File: src/rtl/cpu_trace_buffer.sv
// cpu_trace_buffer: on-chip retire trace capture for CPU_Top.
// Records {pc, ir, alu, we} per retired instruction into a circular buffer.
// After a PC-match trigger it captures post_count more records, then drains
// the buffer oldest-first over a show-ahead valid/ready port.
// Optional build macro TRACE_TIMESTAMP_EN adds a free-running cycle stamp
// per record and the rd_ts output.
module cpu_trace_buffer #(
  parameter int unsigned DATA_WIDTH = 32,
  parameter int unsigned ADDR_WIDTH = 8,
  parameter int unsigned DEPTH      = 16,
  parameter int unsigned PTR_WIDTH  = 4,
  parameter int unsigned TS_WIDTH   = 16
) (
  input  logic                  clk,
  input  logic                  reset,
  input  logic                  arm,
  input  logic [ADDR_WIDTH-1:0] trig_pc,
  input  logic [PTR_WIDTH-1:0]  post_count,
  input  logic                  valid_in,
  input  logic [ADDR_WIDTH-1:0] pc_in,
  input  logic [DATA_WIDTH-1:0] ir_in,
  input  logic [DATA_WIDTH-1:0] alu_in,
  input  logic                  we_in,
  input  logic                  rd_ready,
  output logic                  rd_valid,
  output logic [ADDR_WIDTH-1:0] rd_pc,
  output logic [DATA_WIDTH-1:0] rd_ir,
  output logic [DATA_WIDTH-1:0] rd_alu,
  output logic                  rd_we,
  output logic [1:0]            state,
  output logic [PTR_WIDTH:0]    level,
  output logic                  overflow
`ifdef TRACE_TIMESTAMP_EN
  ,
  output logic [TS_WIDTH-1:0]   rd_ts
`endif
);

  // Reject configurations where the pointers cannot address the buffer exactly.
  if (DEPTH < 2 || DEPTH != (1 << PTR_WIDTH) || TS_WIDTH < 1) begin : g_param_chk
    $error("cpu_trace_buffer: DEPTH must equal 2**PTR_WIDTH and be >= 2");
  end

  typedef enum logic [1:0] {
    S_IDLE  = 2'b00,
    S_ARMED = 2'b01,
    S_POST  = 2'b10,
    S_DONE  = 2'b11
  } state_t;

  typedef struct packed {
`ifdef TRACE_TIMESTAMP_EN
    logic [TS_WIDTH-1:0]   ts;
`endif
    logic [ADDR_WIDTH-1:0] pc;
    logic [DATA_WIDTH-1:0] ir;
    logic [DATA_WIDTH-1:0] alu;
    logic                  we;
  } rec_t;

  localparam logic [PTR_WIDTH:0] LVL_FULL = (PTR_WIDTH+1)'(DEPTH);
  localparam logic [PTR_WIDTH:0] MAX_POST = (PTR_WIDTH+1)'(DEPTH - 1);

  state_t               st_q;
  logic [PTR_WIDTH-1:0] wr_ptr, rd_ptr, post_cnt;
  logic [PTR_WIDTH:0]   lvl;
  logic                 ovf;
  rec_t                 mem [DEPTH];

  rec_t                 rec_in, head;
  logic                 capture, trig_hit, full, pop;
  logic [PTR_WIDTH-1:0] post_lim;

`ifdef TRACE_TIMESTAMP_EN
  logic [TS_WIDTH-1:0]  ts_q;

  // Free-running cycle stamp; wraps naturally at 2^TS_WIDTH.
  always_ff @(posedge clk or negedge reset) begin
    if (!reset) ts_q <= '0;
    else        ts_q <= ts_q + 1'b1;
  end
`endif

  // Capture/trigger/pop qualifiers; arm suppresses everything else on its cycle.
  always_comb begin
    rec_in     = '0;
`ifdef TRACE_TIMESTAMP_EN
    rec_in.ts  = ts_q;
`endif
    rec_in.pc  = pc_in;
    rec_in.ir  = ir_in;
    rec_in.alu = alu_in;
    rec_in.we  = we_in;
    capture    = valid_in && !arm && (st_q == S_ARMED || st_q == S_POST);
    trig_hit   = capture && (st_q == S_ARMED) && (pc_in == trig_pc);
    full       = (lvl == LVL_FULL);
    rd_valid   = (st_q == S_DONE) && (lvl != '0);
    pop        = rd_valid && rd_ready && !arm;
    // Clamp keeps the trigger record from being overwritten by its own tail.
    post_lim   = ({1'b0, post_count} > MAX_POST) ? MAX_POST[PTR_WIDTH-1:0] : post_count;
  end

  // Record storage; contents are don't-care until written after arm.
  always_ff @(posedge clk) begin
    if (capture) mem[wr_ptr] <= rec_in;
  end

  // Pointer, level, overflow and capture-state sequencing.
  always_ff @(posedge clk or negedge reset) begin
    if (!reset) begin
      st_q     <= S_IDLE;
      wr_ptr   <= '0;
      rd_ptr   <= '0;
      lvl      <= '0;
      post_cnt <= '0;
      ovf      <= 1'b0;
    end else if (arm) begin
      st_q     <= S_ARMED;
      wr_ptr   <= '0;
      rd_ptr   <= '0;
      lvl      <= '0;
      post_cnt <= '0;
      ovf      <= 1'b0;
    end else begin
      if (capture) begin
        wr_ptr <= wr_ptr + 1'b1;
        if (full) begin
          // Oldest record is overwritten: head moves with the tail.
          rd_ptr <= rd_ptr + 1'b1;
          ovf    <= 1'b1;
        end else begin
          lvl <= lvl + 1'b1;
        end
      end
      unique case (st_q)
        S_ARMED: if (trig_hit) begin
          if (post_lim == '0) st_q <= S_DONE;
          else begin
            st_q     <= S_POST;
            post_cnt <= post_lim;
          end
        end
        S_POST: if (capture) begin
          post_cnt <= post_cnt - 1'b1;
          if (post_cnt == PTR_WIDTH'(1)) st_q <= S_DONE;
        end
        S_DONE: if (pop) begin
          rd_ptr <= rd_ptr + 1'b1;
          lvl    <= lvl - 1'b1;
          if (lvl == (PTR_WIDTH+1)'(1)) st_q <= S_IDLE;
        end
        default: ;
      endcase
    end
  end

  // Show-ahead head record, forced to zero while nothing is presented.
  always_comb begin
    head = rd_valid ? mem[rd_ptr] : '0;
  end

  assign rd_pc    = head.pc;
  assign rd_ir    = head.ir;
  assign rd_alu   = head.alu;
  assign rd_we    = head.we;
`ifdef TRACE_TIMESTAMP_EN
  assign rd_ts    = head.ts;
`endif
  assign state    = st_q;
  assign level    = lvl;
  assign overflow = ovf;

endmodule

File: config.mk
export PLATFORM = sky130hd
export DESIGN_NAME = cpu_trace_buffer
export DESIGN_NICKNAME = d
export VERILOG_FILES = /design/src/rtl/cpu_trace_buffer.sv
export SDC_FILE = /design/constraint.sdc
export NUM_CORES = 1
export LEC_CHECK = 0
export BUFFER_PORTS_ARGS = -buffer_cell sky130_fd_sc_hd__buf_2
export CORE_MARGIN = 3
export CORE_UTILIZATION = 24
export CTS_CLUSTER_SIZE = 20
export DETAILED_ROUTE_END_ITERATION = 8
export HOLD_SLACK_MARGIN = 0.02
export PLACE_DENSITY = 0.35
export REMOVE_ABC_BUFFERS = 1
export SETUP_SLACK_MARGIN = 0.5
export SYNTH_ARGS = -nofsm -noshare
export SYNTH_HDL_FRONTEND = slang
export SYNTH_SLANG_ARGS = --single-unit
File: constraint.sdc
create_clock -name clk -period 10.2 [get_ports clk]
set_clock_uncertainty 0.15 [all_clocks]
set_input_delay 2.04 -clock clk [delete_from_list [all_inputs] [get_ports clk]]
set_output_delay 2.04 -clock clk [all_outputs]
set_load 0.01 [all_outputs]
After elaboration in Yosys (flattened, before gate mapping). Memory sizes are Yosys's and may differ from the RTL's. Index checks and enable logic that the tools add are counted.

Bits in registers: 20. Bits in writable memories: 1168. Input bits: 90. Output and inout bits: 82. Logic and storage cells: 74. Memories kept: 1.

Memory list: mem (words 16, bits a word 73, read ports 1, clocked after Yosys merged registers in 0, write ports 1, RTL line 68) `rec_t mem [DEPTH];`.

Add/subtract/negate cells: 5. Equality and inequality tests: 13. Multiplexer cells: 31. Reductions and logical operators: 18.

Operator list (count): 73-bit two-way mux (1); 4-bit two-way mux (11); 5-bit two-way mux (5); 2-bit two-way mux (6); 3-bit != test, second input constant (4); 4-bit by 1-bit adder with 4-bit output, second input constant (2); 8-bit == test (1); 4-bit case mux with 2 select lines (1); 1-bit logical AND (7); 1-bit two-way mux (6); 3-bit by 2-bit != test with 1-bit output, second input constant (2); 2-bit case mux with 3 select lines (1); 6-bit AND reduction (1); 5-bit by 1-bit adder with 5-bit output, second input constant (1); 5-bit by 1-bit == test with 1-bit output, second input constant (1); 5-bit == test, second input constant (1); 5-bit nonzero test (1); 5-bit by 1-bit subtractor with 5-bit output, second input constant (1); 2-bit == test, second input constant (2); 4-bit by 1-bit == test with 1-bit output, second input constant (1); 4-bit logical NOT (1); 4-bit AND reduction (1); 2-bit nonzero test (2); 4-bit nonzero test (1); 6 further kinds (6).

Longest topological paths before layout.
Depth after elaboration: 8. Mapped depth: 9. Gate-level depth less buffers: 7.

Worst setup path after synthesis. Ideal clock, no wire load.

Path type: input to register. Start point: input arm. End point: memory mem[4][0] (netlist name) (enable). Library setup time: 0.439 ns. Data arrival time: 4.751 ns. Data required time: 9.611 ns. Path slack: 4.860 ns. Stages: 6. Path buffers: 2. Path through: clkbuf_1 > nor3b_1 > clkbuf_1 > nand2_1 > nor2_1 > and2_1.

Word-level cells in the longest chain between the ends: 5.

RTL lines: start, declared (RTL line 16) `input logic arm,`; 1-bit logical NOT (RTL line 94) `capture = valid_in && !arm && (st_q == S_ARMED || st_q == S_POST);`; 1-bit logical AND (2 in series) (RTL line 94); 1-bit two-way mux (RTL line 105) `if (capture) mem[wr_ptr] <= rec_in;`; 1-bit two-way mux (not written as such) (RTL line 105); end, declared (RTL line 68).

Every way passes these cells.

Worst setup path in the final report.
Start point: register rd_ptr[1]. End point: output rd_alu[21].

Word-level cells in the longest chain between the ends: 2.

RTL lines: start, declared (RTL line 65) `logic [PTR_WIDTH-1:0] wr_ptr, rd_ptr, post_cnt;`; start signal, assigned (RTL line 129) `rd_ptr <= rd_ptr + 1'b1;`; start signal, assigned (RTL line 148) `rd_ptr <= rd_ptr + 1'b1;`; memory 16 x 73 bit; 73-bit two-way mux (RTL line 159) `head = rd_valid ? mem[rd_ptr] : '0;`; end, declared (RTL line 28) `output logic [DATA_WIDTH-1:0] rd_alu,`.

Every way passes these cells.

==> flow_summary.json <==
{
  "dieArea_um2": 196000,
  "hp-class": "register to register",
  "synth.most_common_cell": "edfxtp_1",
  "timing.final.crit_share_pct": 59.8,
  "cp_max_fo": 140,
  "p_int_mw": 8.74,
  "rows": 159,
  "cts-root-buf": "clkbuf_16",
  "path_clk_slew_ps": 50,
  "vdd_drop_max_mv": 0.112,
  "grt_pass1_wl_um": 181000,
  "clock_power_share_pct": 40.3,
  "synth.distinct_cells": 48,
  "total_power_mw": 11.5,
  "tightest_slew_ps": 1210,
  "dr.pass1.iters": 4,
  "die_w_um": 443,
  "drive_gt1_share_pct": 35.1,
  "maxSlewViolCount": 0,
  "synthesis.area_um2": 45800,
  "portBuffers": 171,
  "design_area_um2": 53900,
  "period_needed_ps": 6100,
  "cp-start-kind": "register",
  "p_seq_share_pct": 48.2,
  "netSwitchingFraction_pct": 24.0,
  "synth_common_cells": "1168 x edfxtp_1, 365 x mux4_2, 74 x nor2b_1",
  "drc_errors": 0,
  "cpMostUsedCell": "mux4_2",
  "cts_sinks": 1188,
  "comb_power_share_pct": 11.5,
  "cp.required_ps": 8010,
  "end_kind": "output port",
  "wl_per_cell_um": 26.9,
  "hold_buffers": 0,
  "start_util_pct": 24.3,
  "synth.largest_area_cell": "edfxtp_1",
  "die_h_um": 443,
  "cts_buffers": 139,
  "place_congestion": 0.686,
  "hold_viol": 0,
  "vias_per_cell": 4.37,
  "status": "finished clean",
  "synth_area_leaders": "edfxtp_1 77%, mux4_2 18%, dfrtp_1 1.1%, nor2b_1 1.0%, ha_1 0.41%",
  "dpl-instance-area_um2": 49700,
  "grt_overflow": 0,
  "synth_area_per_cell_um2": 24.4,
  "netlist_instances": 1878,
  "nets": 2237,
  "wl_um": 127000,
  "cp_num_buf_inv": 2,
  "n_fill_cell": 18300,
  "async_flop_share_pct": 1.68,
  "max_stage_delay_ps": 880,
  "met3_wirelength_um": 4930,
  "num_vias": 20700,
  "ys_dominant_reg_cell": "edfxtp_1",
  "crit_chain": "buf_12, mux4_2, mux4_2, nor2b_1, buf_2",
  "ant_nets": 0,
  "p_per_area_nw_per_um2": 213,
  "post-cts-setup-buffers": 0,
  "setup_viol": 0,
  "relSlewSlack_pct": 19.7,
  "cp_slowest_cell": "dfrtp_4",
  "htreeDepth": 4,
  "max_cap_viol_count": 0,
  "area_growth_pct": 17.6,
  "top_layer": "met5",
  "clk_latency_ps": 780,
  "synth_edf_count": 1168,
  "tritoncts": "built",
  "core_area_um2": 189000,
  "m1WireLength_um": 55600,
  "ys_warn_count": 0,
  "cts_resized": 0,
  "crit_type": "register to output port",
  "cp.arrival_ps": 3910,
  "grt_setup_unrepaired": "false",
  "synth-seq-cells": 1188,
  "ys_seq_area_share_pct": 77.6,
  "crit_family": "multiplexers",
  "antenna_found_initial": 26,
  "total_leakage_power_nw": 16.3,
  "worst_hold_slack_ps": 413,
  "clockBufferDepth": 3,
  "wl_met2_um": 63800,
  "grt_start_max_net_pins": 141,
  "p_sw_mw": 2.76,
  "hpwl_um": 65400,
  "fmaxAchievable_mhz": 164,
  "grt_usage_pct": 13.1,
  "initialDrtViolationCount": 1451,
  "synth_top_area_share_pct": 76.5,
  "first_global_vias": 23000,
  "ios": 172
}
-- path summary, 6_finish.rpt --
check / start / end / slack (ps) / cells past startpoint
min in group asynchronous: reset / level[3] / 1090 / 1
max in group asynchronous: reset / rd_ptr[3] / 8370 / 1
max reg2reg: state[0] / mem[2][6] / 6180 / 6
min reg2reg: post_cnt[3] / post_cnt[3] / 410 / 1
max: rd_ptr[1] / rd_alu[21] / 4100 / 5
min: post_cnt[3] / post_cnt[3] / 410 / 1
-- through the flow --
stage | std cells | setup WS, ps | util (%) | setup TNS [ps]
floorplan | 1781 | -4370 | - | -325450
global placement | 4486 | 4560 | 26.3 | 0
detailed placement | 4486 | 4520 | 26.3 | 0
CTS | 4735 | 3900 | 28.6 | 0
global route | 4736 | 3780 | 28.6 | 0
finish | 4739 | 4100 | 28.6 | 0
-- power by group through the flow --
stage	registers (mW)	clock network, mW	logic (mW)
2_1_floorplan	5.75	0	1.04
3_3_place_gp	5.63	0	1.38
3_5_place_dp	5.64	0	1.38
4_1_cts	5.54	4.81	1.39
5_1_grt	5.55	5.00	1.46
6_report	5.54	4.63	1.33
-- placed cells by master (no fill, tap or decap), types with 15 or more instances in the layout --
| cell type | n |
|---|---|
| clkinv_1 | 34 |
| nor2b_1 | 74 |
| edfxtp_1 | 1168 |
| and2_4 | 16 |
| buf_4 | 35 |
| clkinv_2 | 24 |
| mux4_2 | 365 |
| nor2_1 | 16 |
| clkbuf_16 | 140 |
| buf_2 | 171 |
| dfrtp_1 | 16 |
| clkbuf_1 | 29 |
| ha_1 | 15 |
| xor2_1 | 15 |
-- cell type report --
cell class	instances	area, um^2	area share (%)
inverters	13	48.8	0.0905
well taps	2495	3120	5.79
repair buffers	210	1200	2.22
diodes	4	10.0	0.0186
multi-input cells	580	9750	18.1
clock inverters	78	571	1.06
clock buffers	171	3640	6.75
flip-flops and latches	1188	35600	66.0
-- registers in the layout, summed over array words and instances (netlist names) --
signal	cells
post_cnt	4
wr_ptr	4
rd_ptr	4
state	2
overflow	1
level	5
mem	1168
-- cell families after synthesis --
| logic type | synth area share [%] |
|---|---|
| multiplexers | 18.0 |
| AND/OR/NAND/NOR | 1.86 |
| flip-flops | 77.6 |
| adder cells (fa/ha/maj) | 0.409 |
| buffers and inverters | 1.25 |
| AO/OA/AOI/OAI | 0.483 |
| XOR/XNOR | 0.382 |
-- layer usage --
metal,GRT usage [%],up-vias
li1,-,8588
met3,2.77,204
met4,3.64,8
met2,22.0,448
met5,0,-
met1,17.0,11500
Note: power is estimated with default switching activity, not from simulation.
